## config.mk

```make
export PLATFORM = sky130hd
export DESIGN_NAME = sipo_rx
export DESIGN_NICKNAME = d
export VERILOG_FILES = /design/src/rtl/sipo_rx.sv
export SDC_FILE = /design/constraint.sdc
export NUM_CORES = 1
export LEC_CHECK = 0
export ABC_AREA = 1
export CAP_MARGIN = 20
export CORE_MARGIN = 3
export CORE_UTILIZATION = 55
export CTS_BUF_LIST = sky130_fd_sc_hd__clkbuf_4 sky130_fd_sc_hd__clkbuf_8
export CTS_CLUSTER_SIZE = 14
export DETAILED_ROUTE_END_ITERATION = 6
export HOLD_SLACK_MARGIN = 0.03
export PLACE_DENSITY = 0.85
export SETUP_SLACK_MARGIN = 0.2
export SLEW_MARGIN = 20
export SYNTH_ARGS = -nofsm -noshare
export SYNTH_HDL_FRONTEND = slang
export SYNTH_SLANG_ARGS = --single-unit
```

## constraint.sdc

```tcl
create_clock -name clk_i -period 4.28 [get_ports clk_i]
set_input_delay 0.428 -clock clk_i [delete_from_list [all_inputs] [get_ports clk_i]]
set_output_delay 0.428 -clock clk_i [all_outputs]
set_load 0.1 [all_outputs]
```

## src/rtl/sipo_rx.sv

```systemverilog
`default_nettype none
// ============================================================================
// Module      : sipo_rx
// Description : Serial-in / parallel-out receiver. Serial bits are accepted
//               on a valid/ready handshake and assembled MSB first into
//               DATA_WIDTH-bit words. Completed words are buffered in a
//               FIFO_DEPTH-entry FIFO with a valid/ready output handshake.
//
//               Optional feature (macro SIPO_PARITY_EN): each word is
//               followed by one even-parity bit. Words with a parity error
//               are dropped, and perr_o pulses for one cycle.
//
// Ports       : clk_i    - clock, rising edge
//               rst_n_i  - asynchronous active-low reset
//               data_i   - serial data bit
//               valid_i  - data_i carries a valid bit
//               ready_o  - a serial bit is accepted this cycle (FIFO not full)
//               data_o   - parallel word at the FIFO head (0 when empty)
//               valid_o  - data_o is valid (FIFO not empty)
//               ready_i  - downstream accepts data_o
//               perr_o   - one-cycle parity-error pulse (0 without parity)
//
// Revision    : 1.0 - initial release
// ============================================================================
module sipo_rx #(
    parameter int DATA_WIDTH = 8,   // bits per word, at least 2
    parameter int FIFO_DEPTH = 4    // power of 2, at least 2
) (
    input  logic                  clk_i,
    input  logic                  rst_n_i,
    input  logic                  data_i,
    input  logic                  valid_i,
    output logic                  ready_o,
    output logic [DATA_WIDTH-1:0] data_o,
    output logic                  valid_o,
    input  logic                  ready_i,
    output logic                  perr_o
);

    localparam int c_CNT_W = $clog2(DATA_WIDTH);
    localparam int c_AW    = $clog2(FIFO_DEPTH);
    localparam logic [c_CNT_W-1:0] c_CNT_LAST = c_CNT_W'(DATA_WIDTH - 1);
    localparam logic [c_CNT_W-1:0] c_CNT_ONE  = c_CNT_W'(1);
    localparam logic [c_AW:0]      c_PTR_ONE  = (c_AW + 1)'(1);

`ifdef SIPO_PARITY_EN
    typedef enum logic [1:0] {
        S_IDLE   = 2'd0,
        S_SHIFT  = 2'd1,
        S_PARITY = 2'd2
    } state_t;
`else
    typedef enum logic [0:0] {
        S_IDLE  = 1'b0,
        S_SHIFT = 1'b1
    } state_t;
`endif

    // ------------------------------------------------------------------
    // Registered state
    // ------------------------------------------------------------------
    state_t                  r_state;
    logic [c_CNT_W-1:0]      r_bit_cnt;
    logic [DATA_WIDTH-1:0]   r_shift;
    logic [c_AW:0]           r_wr_ptr;
    logic [c_AW:0]           r_rd_ptr;
    logic [DATA_WIDTH-1:0]   r_mem [FIFO_DEPTH];

    // ------------------------------------------------------------------
    // Combinational signals
    // ------------------------------------------------------------------
    state_t                  w_state_next;
    logic [c_CNT_W-1:0]      w_cnt_next;
    logic [DATA_WIDTH-1:0]   w_shift_next;
    logic [DATA_WIDTH-1:0]   w_shift_in;
    logic [DATA_WIDTH-1:0]   w_push_data;
    logic                    w_push;
    logic                    w_pop;
    logic                    w_accept;
    logic                    w_full;
    logic                    w_empty;

    // Extra pointer MSB separates full (MSBs differ) from empty (equal).
    assign w_empty  = (r_wr_ptr == r_rd_ptr);
    assign w_full   = (r_wr_ptr[c_AW] != r_rd_ptr[c_AW]) &&
                      (r_wr_ptr[c_AW-1:0] == r_rd_ptr[c_AW-1:0]);

    // Both handshake outputs come straight from the pointer registers.
    assign ready_o  = ~w_full;
    assign valid_o  = ~w_empty;
    assign data_o   = w_empty ? '0 : r_mem[r_rd_ptr[c_AW-1:0]];

    assign w_accept = valid_i & ~w_full;
    assign w_pop    = ~w_empty & ready_i;

    // Shift left, new bit at LSB: the first bit ends up at the MSB.
    assign w_shift_in = (r_shift << 1) | {{(DATA_WIDTH-1){1'b0}}, data_i};

`ifdef SIPO_PARITY_EN
    logic r_perr;
    logic w_perr_next;
    assign perr_o = r_perr;
`else
    assign perr_o = 1'b0;
`endif

    // ------------------------------------------------------------------
    // FSM state register and datapath registers
    // ------------------------------------------------------------------
    always_ff @(posedge clk_i or negedge rst_n_i) begin
        if (!rst_n_i) begin
            r_state   <= S_IDLE;
            r_bit_cnt <= '0;
            r_shift   <= '0;
`ifdef SIPO_PARITY_EN
            r_perr    <= 1'b0;
`endif
        end else begin
            r_state   <= w_state_next;
            r_bit_cnt <= w_cnt_next;
            r_shift   <= w_shift_next;
`ifdef SIPO_PARITY_EN
            r_perr    <= w_perr_next;
`endif
        end
    end

    // ------------------------------------------------------------------
    // FSM next-state and outputs
    // ------------------------------------------------------------------
    always_comb begin
        w_state_next = r_state;
        w_cnt_next   = r_bit_cnt;
        w_shift_next = r_shift;
        w_push       = 1'b0;
        w_push_data  = w_shift_in;
`ifdef SIPO_PARITY_EN
        w_perr_next  = 1'b0;
`endif
        case (r_state)
            S_IDLE: begin
                if (w_accept) begin
                    w_shift_next = w_shift_in;
                    w_cnt_next   = c_CNT_ONE;
                    w_state_next = S_SHIFT;
                end
            end
            S_SHIFT: begin
                if (w_accept) begin
                    w_shift_next = w_shift_in;
                    if (r_bit_cnt == c_CNT_LAST) begin
                        w_cnt_next = '0;
`ifdef SIPO_PARITY_EN
                        // Hold the full word until its parity bit arrives.
                        w_state_next = S_PARITY;
`else
                        w_state_next = S_IDLE;
                        w_push       = 1'b1;
                        w_shift_next = '0;
`endif
                    end else begin
                        w_cnt_next = r_bit_cnt + c_CNT_ONE;
                    end
                end
            end
`ifdef SIPO_PARITY_EN
            S_PARITY: begin
                if (w_accept) begin
                    w_state_next = S_IDLE;
                    w_shift_next = '0;
                    w_push_data  = r_shift;
                    // Even parity: total ones including parity bit must be even.
                    if ((^r_shift) ^ data_i) begin
                        w_perr_next = 1'b1;
                    end else begin
                        w_push = 1'b1;
                    end
                end
            end
`endif
            default: begin
                w_state_next = S_IDLE;
                w_cnt_next   = '0;
                w_shift_next = '0;
            end
        endcase
    end

    // ------------------------------------------------------------------
    // Output FIFO. A push is only possible when not full (accept is gated
    // by ready_o) and a pop only when not empty, so no overflow/underflow.
    // ------------------------------------------------------------------
    always_ff @(posedge clk_i or negedge rst_n_i) begin
        if (!rst_n_i) begin
            r_wr_ptr <= '0;
            r_rd_ptr <= '0;
        end else begin
            if (w_push) begin
                r_wr_ptr <= r_wr_ptr + c_PTR_ONE;
            end
            if (w_pop) begin
                r_rd_ptr <= r_rd_ptr + c_PTR_ONE;
            end
        end
    end

    // Storage needs no reset: data_o is forced to 0 while the FIFO is empty.
    always_ff @(posedge clk_i) begin
        if (w_push) begin
            r_mem[r_wr_ptr[c_AW-1:0]] <= w_push_data;
        end
    end

endmodule
`default_nettype wire

```

# After elaboration in Yosys (flattened, before gate mapping)
# Memories as Yosys holds them, arrays and structs flattened.
# Cells that the tools add are included.
# W data, S select, Z words.
[word_totals]
reg_bits = 17
ramBits = 32
input_bits = 5
word_cells = 41
n_memories = 1
[memory_table]
columns = ["name", "depth", "width", "rd", "rd_clocked_by_memory_dff", "wr", "line_no", "rtl"]
rows = [
  ["r_mem", 4, 8, 1, 0, 1, "67", "logic [DATA_WIDTH-1:0] r_mem [FIFO_DEPTH];"],
]
[op_classes]
n_addsub = 3
eq_ne = 6
n_mux = 18
n_bitwise = 6
n_reduce_logical = 2
[ops]
columns = ["operator", "n"]
rows = [
  ["$mux W7", 3],
  ["$pmux W7 S2", 1],
  ["$add A3 B1 Y3 const B", 3],
  ["$mux W3", 3],
  ["$mux W1", 8],
  ["$mux W8", 1],
  ["$or A8 B1 Y8", 1],
  ["$pmux W3 S2", 1],
  ["$eq A3 B3 Y1", 1],
  ["$eq A3 B3 Y1 const B", 1],
  ["$not A1 Y1", 3],
  ["$and A1 B1 Y1", 2],
  ["$eq A2 B2 Y1", 1],
  ["$ne A2 B1 Y1 const B", 1],
  ["$ne A2 B2 Y1 const B", 1],
  ["$pmux W1 S2", 1],
  ["$reduce_and A2 Y1", 1],
  ["$logic_and A1 B1 Y1", 1],
  ["$ne A1 B1 Y1", 1],
]

# Logic depth before layout (Yosys ltp)
# Gate-level depths: netlist (run 1).
[depth]
depth_word = 8
mapped_depth = 9
mapped_depth_nobuf = 8

# Least setup slack after synthesis (run 1)
# OpenSTA, ideal clock, no wires.
[synth_path]
kind = "reg-to-output"
startpoint = "reg r_rd_ptr[1]"
endpoint = "out data_o[0]"
arrival_time_ns = 1.826
required_ns = 3.852
setup_slack_ns = 2.026
path_stages_with_launch = 8
cell_sequence = "dfrtp_1 buf_4 nand2_2 nand2_2 nand3_1 buf_4 nand2_1 inv_1"
[synth_between]
elab_chain_len = 2
[synth_rtl]
columns = ["element", "line_no", "rtl"]
rows = [
  ["from (decl)", "66", "logic [c_AW:0] r_rd_ptr;"],
  ["from (signal assigned)", "202", "r_rd_ptr <= r_rd_ptr + c_PTR_ONE;"],
  ["$mem_v2 Z4 W8 or $eq A3 B3 Y1 (tied branches)", "-", ""],
  ["$mux W8 *", "91", "assign data_o = w_empty ? '0 : r_mem[r_rd_ptr[c_AW-1:0]];"],
  ["to (decl)", "34", "output logic [DATA_WIDTH-1:0] data_o,"],
]
# Mark *: on every way between the ends. The rest lies on a longest branch, timed or not.

# Worst setup path in the final report (run 1)
[layout_path]
startpoint = "reg r_rd_ptr[0]"
endpoint = "out valid_o"
[layout_between]
elab_chain_len = 2
[layout_rtl]
columns = ["element", "line_no", "rtl"]
rows = [
  ["$eq A3 B3 Y1", "84", "assign w_empty = (r_wr_ptr == r_rd_ptr);"],
  ["$not A1 Y1", "90", "assign valid_o = ~w_empty;"],
  ["to (decl)", "35", "output logic valid_o,"],
]
# Every way passes these cells.

==> impl_metrics.json, run 1 <==
{
  "status": "complete, no violations",
  "cts_tree": "yes",
  "pre_cts_slack_ps": 1200,
  "start_util_pct": 59.0,
  "tightest_slew_ps": 964,
  "cts_buffers": 5,
  "wl_um": 3850,
  "fillCellCount": 291,
  "min_period_over_period_pct": 79.5,
  "crit_top_cell": "nand2_2",
  "root_buffer": "clkbuf_8",
  "wire_per_inst_um": 14.3,
  "postSynthAreaPerCell_um2": 10.7,
  "gr-total-overflow": 0,
  "syn_area_um2": 2220,
  "skew_ps": 5.24,
  "via_count": 1440,
  "slew_violations": 0,
  "r2r_slack_ps": 1850,
  "synthMuxAreaShare_pct": 0,
  "htreeDepth": 2,
  "yosys_warnings": 0,
  "path_cells": "inv_4 -> nand2_2 -> nand2_2 -> nand3_1 -> clkdlybuf4s50_1",
  "ys_ff_latch": 49,
  "hold_end": "r_bit_cnt[1]",
  "cts_hold_buf": 0,
  "synthAdderAreaFrac_pct": 3.94,
  "setup_violations": 0,
  "cp-start-kind": "flop",
  "drtAntennaViolNets": 0,
  "rows": 22,
  "cts_setup_buffers": 0,
  "synth_compound_area_share_pct": 9.79,
  "grt_max_degree": 22,
  "first_pass_iters": 4,
  "max-cap-violations": 0,
  "gp_congestion": 0.843,
  "tns_ps": 0,
  "path_max_fanout": 20,
  "setup_slack_ps": 876,
  "timing_worst_setup_path_type": "flop to primary output",
  "place_hpwl_um": 2710,
  "synthSimpleGateAreaFrac_pct": 16.2,
  "clock.fmax_ghz": 0.294,
  "antenna_cells": 0,
  "r2r-end": "r_mem[0][3]",
  "clkTransAtPathRegs_ps": 90,
  "grt_pass1_vias": 1301,
  "worstPathRequired_ps": 3850,
  "io_buffers": 14,
  "reg2regPathDepth": 6,
  "slew_headroom_pct": 35.5,
  "cp-end-kind": "primary output",
  "syn_nets": 219,
  "grt_pass1_wl_um": 6460,
  "cts.sinks": 49,
  "r2r_start": "r_rd_ptr[0]",
  "antenna_found_initial": 0,
  "crit_arrival_ps": 2980,
  "syn_to_final_growth_pct": 9.17,
  "core_um2": 3770,
  "synth.distinct_cells": 21,
  "fin_nets": 232,
  "min_path_cells": 2,
  "seq_area_frac_synth_pct": 62.3,
  "io_pins": 16,
  "critical_path_buf_inv_count": 2,
  "grtUsageTotal_pct": 17.6,
  "synth_top_family_by_area": "simple AND/OR/NAND/NOR gates",
  "drtIter0Drc": 92,
  "cts-resized-gates": 0,
  "cp_top_family": "buffers and inverters",
  "synth-xor-area-share_pct": 0.787,
  "drive_above_1_share_pct": 16.3,
  "synthCells": 207,
  "finalHoldViolations": 0,
  "rsz0062_at_grt": "false",
  "die-area_um2": 4840,
  "route.detailed.drc": 0,
  "die_w_um": 69.6,
  "worstHoldStart": "r_bit_cnt[1]",
  "utilization_pct": 64.4,
  "vias_per_cell": 5.35,
  "cts_buffer_depth": 2,
  "slowest_stage": "clkdlybuf4s50_1",
  "clock_latency_ps": 300,
  "max_stage_delay_ps": 1220,
  "min_path_type": "flop to flop",
  "fp.dieH_um": 69.6,
  "fin_crit_ps": 3400
}
==> final cells by class <==
| type | count | area (µm²) | share of cell area (%) |
|---|---|---|---|
| Timing Repair Buffer | 14 | 120 | 4.95 |
| Clock buffer | 5 | 68.8 | 2.83 |
| Tap cell | 48 | 60.1 | 2.47 |
| Multi-Input combinational cell | 128 | 687 | 28.3 |
| Sequential cell | 49 | 1390 | 57.1 |
| Clock inverter | 3 | 21.3 | 0.876 |
| Inverter | 22 | 85.1 | 3.50 |
==> worst max path at each step <==
stage	from	end	slack [ps]	cells after the start
floorplan	r_rd_ptr[1]	data_o[0]	2030	7
finish	r_rd_ptr[0]	valid_o	880	5
global placement	r_rd_ptr[0]	valid_o	1280	5
global route	r_rd_ptr[0]	valid_o	700	5
CTS	r_rd_ptr[0]	valid_o	860	5
detailed placement	r_rd_ptr[0]	valid_o	1200	5
==> Yosys cell counts, drive strengths merged <==
cell type,number,area [µm²]
buf,8,66.3
conb,1,3.75
dfrtp,17,425
edfxtp,32,961
ha,7,87.6
inv,22,85.1
nand2,53,211
nand3,6,47.6
nand4,3,18.8
nor2,22,82.6
o21ai,26,168
o22ai,8,50.1
xor2,2,17.5
==> kinds of logic after synthesis <==
logic type	count (synthesis)
XOR/XNOR	2
buffers and inverters	30
adder cells (fa/ha/maj)	7
AND/OR/NAND/NOR	84
other	1
flip-flops	49
AO/OA/AOI/OAI	34
==> through the flow <==
stage	std cells	instance area (µm²)	hold WS, ps
2_1_floorplan	207	2220	132
3_3_place_gp	261	2340	468
3_5_place_dp	261	2340	477
4_1_cts	269	2430	496
5_1_grt	269	2430	519
6_report	269	2430	495
==> state kept, by name, indices dropped and copies added, names as in the netlist <==
name       cells
r_rd_ptr       3
r_shift        7
r_wr_ptr       3
r_bit_cnt      3
r_state        1
r_mem         32
==> cells in the final DEF, fill, tap and decap left out, types with 2 or more instances in the layout <==
master / count
buf_4: 8
clkbuf_8: 5
clkdlybuf4s50_1: 6
dfrtp_1: 17
edfxtp_1: 32
ha_1: 7
inv_1: 19
inv_2: 2
nand2_1: 48
nand2_2: 5
nand3_1: 4
nand4_1: 3
nor2_1: 22
o21ai_0: 16
o21ai_2: 10
o22ai_1: 8
xor2_1: 2
==> per-layer routing <==
metal  GRT usage [%]  part of all wire, %  vias up
met3            4.93                  6.1        5
met2            28.4                   50       37
met4            7.38                  1.1        0
met5               0                    0        -
met1            22.2                   43      684
li1                -                    -      714
==> worst register-to-register path, cell delays in order, from the launching register on <==
cell	delay, ps
dfrtp_1	740
inv_4	190
nand2_2	120
nand2_2	70
nand3_4	120
nand3_2	170
nor2_1	660
Power of run 1 is left out: the tool's default activity adds up to more than one toggle a clock period on the data nets, which glitch-free logic cannot reach.
==> run 2, diff against run 1 <==
==> constraint.sdc (replaced) <==
create_clock -name clk_i -period 3.55 [get_ports clk_i]
set_input_delay 0.355 -clock clk_i [delete_from_list [all_inputs] [get_ports clk_i]]
set_output_delay 0.355 -clock clk_i [all_outputs]
set_load 0.1 [all_outputs]
==> run 2 against run 1 <==
Against the previous run:
- global-route usage grew 0.28 points
- cell count did not move
- non-clock buffer count stayed put
- final area is 0.36% lower
- first-iteration DRC count grew 66%
- critical endpoint is now data_o[4]
- utilization fell by 0.23 points
- count of clock-buffer cells in the layout did not move
- clock skew up 1.2 ps
- hold slack improved by 6.3 ps
==> impl_metrics.json, run 2 (synthesis gave the netlist of run 1 again) <==
{
  "slew_violations": 0,
  "worstPathRequired_ps": 3190,
  "setup_violations": 0,
  "wire_per_inst_um": 15.1,
  "route.detailed.drc": 0,
  "start_util_pct": 59.0,
  "rows": 22,
  "cts.sinks": 49,
  "cp-end-kind": "primary output",
  "fp.dieH_um": 69.6,
  "mostFrequentLayoutCells": "nand2_1 (48), edfxtp_1 (32), nor2_1 (22)",
  "cts_buffers": 5,
  "min_period_over_period_pct": 74.3,
  "cts_setup_buffers": 0,
  "clkTransAtPathRegs_ps": 90,
  "die_w_um": 69.6,
  "place_hpwl_um": 2830,
  "slew_headroom_pct": 46.1,
  "grtUsageTotal_pct": 17.8,
  "fin_nets": 232,
  "clock_latency_ps": 300,
  "syn_to_final_growth_pct": 8.77,
  "die-area_um2": 4840,
  "root_buffer": "clkbuf_8",
  "min_path_type": "flop to flop",
  "drtIter0Drc": 153,
  "layout_commonest_cell": "nand2_1",
  "fin_crit_ps": 2640,
  "max-cap-violations": 0,
  "gp_congestion": 0.869,
  "skew_ps": 6.45,
  "grt_max_degree": 22,
  "cts-resized-gates": 0,
  "tns_ps": 0,
  "via_count": 1429,
  "grt_pass1_wl_um": 6520,
  "wl_um": 4060,
  "htreeDepth": 2,
  "io_pins": 16,
  "crit_arrival_ps": 2280,
  "first_pass_iters": 4,
  "rsz0062_at_grt": "false",
  "vias_per_cell": 5.31,
  "path_max_fanout": 20,
  "cts_tree": "yes",
  "gr-total-overflow": 0,
  "cts_hold_buf": 0,
  "status": "complete, no violations",
  "antenna_cells": 0,
  "io_buffers": 14,
  "timing_worst_setup_path_type": "flop to primary output",
  "drive_above_1_share_pct": 16.7,
  "core_um2": 3770,
  "antenna_found_initial": 0,
  "cp-start-kind": "flop",
  "largest_reg_flops": 32,
  "cts_buffer_depth": 2,
  "drtAntennaViolNets": 0,
  "fillCellCount": 297,
  "grt_pass1_vias": 1314,
  "clock.fmax_ghz": 0.379,
  "finalHoldViolations": 0,
  "tightest_slew_ps": 806
}
run 2: cell types whose count changed in the layout (fill, tap and decap cells not counted), sizes merged:
cell | previous run | this run
buf | 8 | 10
clkdlybuf4s50 | 6 | 4
inv | 23 | 22
clkinv | 1 | 3
clkinvlp | 1 | 0
run 2: worst max-delay path, cell delays in order, from the launching register on:
cell and delay (ps):
dfrtp_1 740, inv_4 180, nand2_2 120, nand2_2 70, nand3_1 380, nand2_1 130, inv_1 70, buf_4 280
run 2: area by class of cell:
cell class,count,area (µm²),area share (%)
Timing Repair Buffer,14,115,4.76
Clock inverter,3,17.5,0.724
Inverter,22,85.1,3.52
Tap cell,48,60.1,2.48
Multi-Input combinational cell,128,687,28.4
Clock buffer,5,68.8,2.84
Sequential cell,49,1390,57.3
run 2: per-stage QoR:
| stage | util, % | hold WS (ps) | instances | cell area, µm² | worst slack (ps) |
|---|---|---|---|---|---|
| 2_1_floorplan | - | 59.4 | 207 | 2220 | 1370 |
| 3_3_place_gp | 61.9 | 475 | 261 | 2330 | 1290 |
| 3_5_place_dp | 61.9 | 485 | 261 | 2330 | 1180 |
| 4_1_cts | 64.2 | 505 | 269 | 2420 | 941 |
| 5_1_grt | 64.2 | 534 | 269 | 2420 | 697 |
| 6_report | 64.2 | 501 | 269 | 2420 | 912 |
run 2: layer usage:
layer | vias up | GRT usage (%) | part of all wire [%]
met5 | - | 0 | 0
met4 | 0 | 6.72 | 1.6
met3 | 7 | 5.36 | 6.4
met2 | 46 | 27.9 | 46
met1 | 665 | 23.5 | 46
li1 | 711 | - | -
run 2: worst paths after layout:
check	start	slack, ps	cells past startpoint	to
worst max-delay path	r_rd_ptr[0]	910	7	data_o[4]
worst min-delay path	r_bit_cnt[1]	500	2	r_bit_cnt[1]
worst max register to register	r_rd_ptr[0]	1140	6	r_mem[2][4]
worst min register to register	r_bit_cnt[1]	500	2	r_bit_cnt[1]
max in group asynchronous	rst_n_i	2530	1	r_shift[2]
min in group asynchronous	rst_n_i	520	1	r_state
Power of run 2 is left out for the same reason.
==> run 3, diff against run 2 <==
--- a/config.mk
+++ b/config.mk
@@ -8,12 +8,12 @@
 export ABC_AREA = 1
 export CAP_MARGIN = 20
 export CORE_MARGIN = 3
-export CORE_UTILIZATION = 55
+export CORE_UTILIZATION = 54
 export CTS_BUF_LIST = sky130_fd_sc_hd__clkbuf_4 sky130_fd_sc_hd__clkbuf_8
 export CTS_CLUSTER_SIZE = 14
 export DETAILED_ROUTE_END_ITERATION = 6
 export HOLD_SLACK_MARGIN = 0.03
-export PLACE_DENSITY = 0.85
+export PLACE_DENSITY = 0.87
 export SETUP_SLACK_MARGIN = 0.2
 export SLEW_MARGIN = 20
 export SYNTH_ARGS = -nofsm -noshare
==> constraint.sdc (replaced) <==
create_clock -name clk_i -period 2.2 [get_ports clk_i]
set_input_delay 0.22 -clock clk_i [delete_from_list [all_inputs] [get_ports clk_i]]
set_output_delay 0.22 -clock clk_i [all_outputs]
set_load 0.1 [all_outputs]
==> run 3 against run 2 <==
Against the previous run:
- first-iteration DRC count fell by 30%
- critical path depth rose by 1
- via count rose by 4.7%
- die area rose by 1.7%
- clock skew barely moved
- cell count rose by 4.8%
- wire length fell by 3.6%
- setup slack got worse by 620 ps
- hold slack got worse by 120 ps
==> impl_metrics.json, run 3 (synthesis gave the netlist of run 1 again) <==
{
  "status": "complete, no violations",
  "r2r_slack_ps": 420,
  "start_util_pct": 58.1,
  "die_w_um": 70.2,
  "reg2regPathDepth": 7,
  "max_stage_delay_ps": 420,
  "grtUsageTotal_pct": 17.0,
  "grt_max_degree": 22,
  "cp-start-kind": "flop",
  "finalHoldViolations": 0,
  "skew_ps": 6.41,
  "gr-total-overflow": 0,
  "wire_per_inst_um": 13.9,
  "timing_worst_setup_path_type": "flop to primary output",
  "antenna_found_initial": 0,
  "clock.fmax_ghz": 0.523,
  "r2r_start": "r_bit_cnt[0]",
  "drive_above_1_share_pct": 26.9,
  "path_max_fanout": 13,
  "path_cells": "buf_4 -> nand2_1 -> nand2_2 -> nand3_1 -> buf_6 -> nand2_1 -> clkinvlp_4 -> buf_12",
  "critical_path_buf_inv_count": 4,
  "max-cap-violations": 0,
  "fin_crit_ps": 1910,
  "place_hpwl_um": 2620,
  "cts_buffers": 5,
  "io_buffers": 14,
  "clock_latency_ps": 300,
  "cp-startpoint": "r_rd_ptr[0]",
  "drtIter0Drc": 107,
  "via_count": 1496,
  "io_pins": 16,
  "vias_per_cell": 5.30,
  "syn_to_final_growth_pct": 21.8,
  "slowest_stage": "dfrtp_1",
  "r2r-end": "r_mem[1][4]",
  "cts_buffer_depth": 2,
  "grt_pass1_vias": 1422,
  "crit_top_cell": "nand2_1",
  "tns_ps": 0,
  "htreeDepth": 2,
  "rows": 22,
  "first_pass_iters": 4,
  "fillCellCount": 266,
  "min_period_over_period_pct": 86.9,
  "fp.dieH_um": 70.2,
  "cts_hold_buf": 0,
  "tightest_slew_ps": 796,
  "grt_pass1_wl_um": 6420,
  "gp_congestion": 0.796,
  "fin_nets": 245,
  "cts.sinks": 49,
  "antenna_cells": 0,
  "cts_tree": "yes",
  "slew_violations": 0,
  "cp_top_family": "buffers and inverters",
  "route.detailed.drc": 0,
  "slew_headroom_pct": 46.8,
  "largest_reg_flops": 32,
  "worstPathRequired_ps": 1980,
  "core_um2": 3830,
  "cp-end-kind": "primary output",
  "die-area_um2": 4930,
  "setup_violations": 0,
  "root_buffer": "clkbuf_8",
  "rsz0062_at_grt": "false",
  "min_path_type": "input port to async pin",
  "wl_um": 3910,
  "drtAntennaViolNets": 0,
  "clkTransAtPathRegs_ps": 80,
  "crit_arrival_ps": 1690,
  "mostFrequentLayoutCells": "nand2_1 (48), edfxtp_1 (32), nor2_1 (22)",
  "layout_commonest_cell": "nand2_1"
}
-- run 3: changes by cell type in the layout (fill, tap and decap cells not counted), moves of 3 or more --
cell / before / now
buf_12: 0 / 11
dfrtp_2: 0 / 3
inv_1: 19 / 10
clkinvlp_4: 0 / 9
dfrtp_1: 17 / 14
-- run 3: final cells by class --
cell class                      count  area (µm²)  share of cell area, %
Inverter                           22         120                   4.43
Multi-Input combinational cell    128         687                   25.4
Tap cell                           48        60.1                   2.22
Timing Repair Buffer               27         354                   13.1
Clock buffer                        7        90.1                   3.33
Sequential cell                    49        1390                   51.3
Clock inverter                      1        7.51                  0.277
-- run 3: worst max-delay path by stage --
stage / to / slack, ps / cells after the start
2_1_floorplan: r_mem[0][0] / 270 / 6
3_3_place_gp: r_mem[3][7] / 460 / 7
3_5_place_dp: r_mem[1][0] / 400 / 7
4_1_cts: data_o[2] / 220 / 8
5_1_grt: data_o[6] / 210 / 8
6_report: data_o[2] / 290 / 8
-- run 3: routing by layer --
layer	share of wire, %	global-route usage, %	wire length (µm)	vias to the layer above
met3	3.9	4.60	154	8
li1	-	-	-	736
met1	46	21.7	1810	706
met5	0	0	0	-
met4	2.2	9.57	87	0
met2	48	26.2	1860	46
-- run 3: repair_timing --
action | CTS | global route
resized for setup | 2 | 5
buffers inserted | 2 | 5
endpoints found under the hold margin | 0 | 0
setup endpoints to repair | 8 | 11
gates cloned | 0 | 0
-- run 3: worst register-to-register path, delay by kind of cell, from the launching register on --
| family | cells | cell delay (ps) |
|---|---|---|
| adders and majority gates | 2 | 320 |
| buffers and inverters | 2 | 330 |
| DFF | 1 | 380 |
| and+or+nand+nor | 3 | 480 |
-- run 3: stage by stage --
stage	setup slack (ps)	hold WS (ps)	utilization [%]	instance area (µm²)	cells
2_1_floorplan	272	-75.6	-	2250	207
3_3_place_gp	463	474	66.2	2530	267
3_5_place_dp	397	489	66.2	2530	267
4_1_cts	219	391	69.3	2650	277
5_1_grt	205	418	70.8	2710	282
6_report	289	381	70.8	2710	282
Power of run 3 is left out for the same reason.
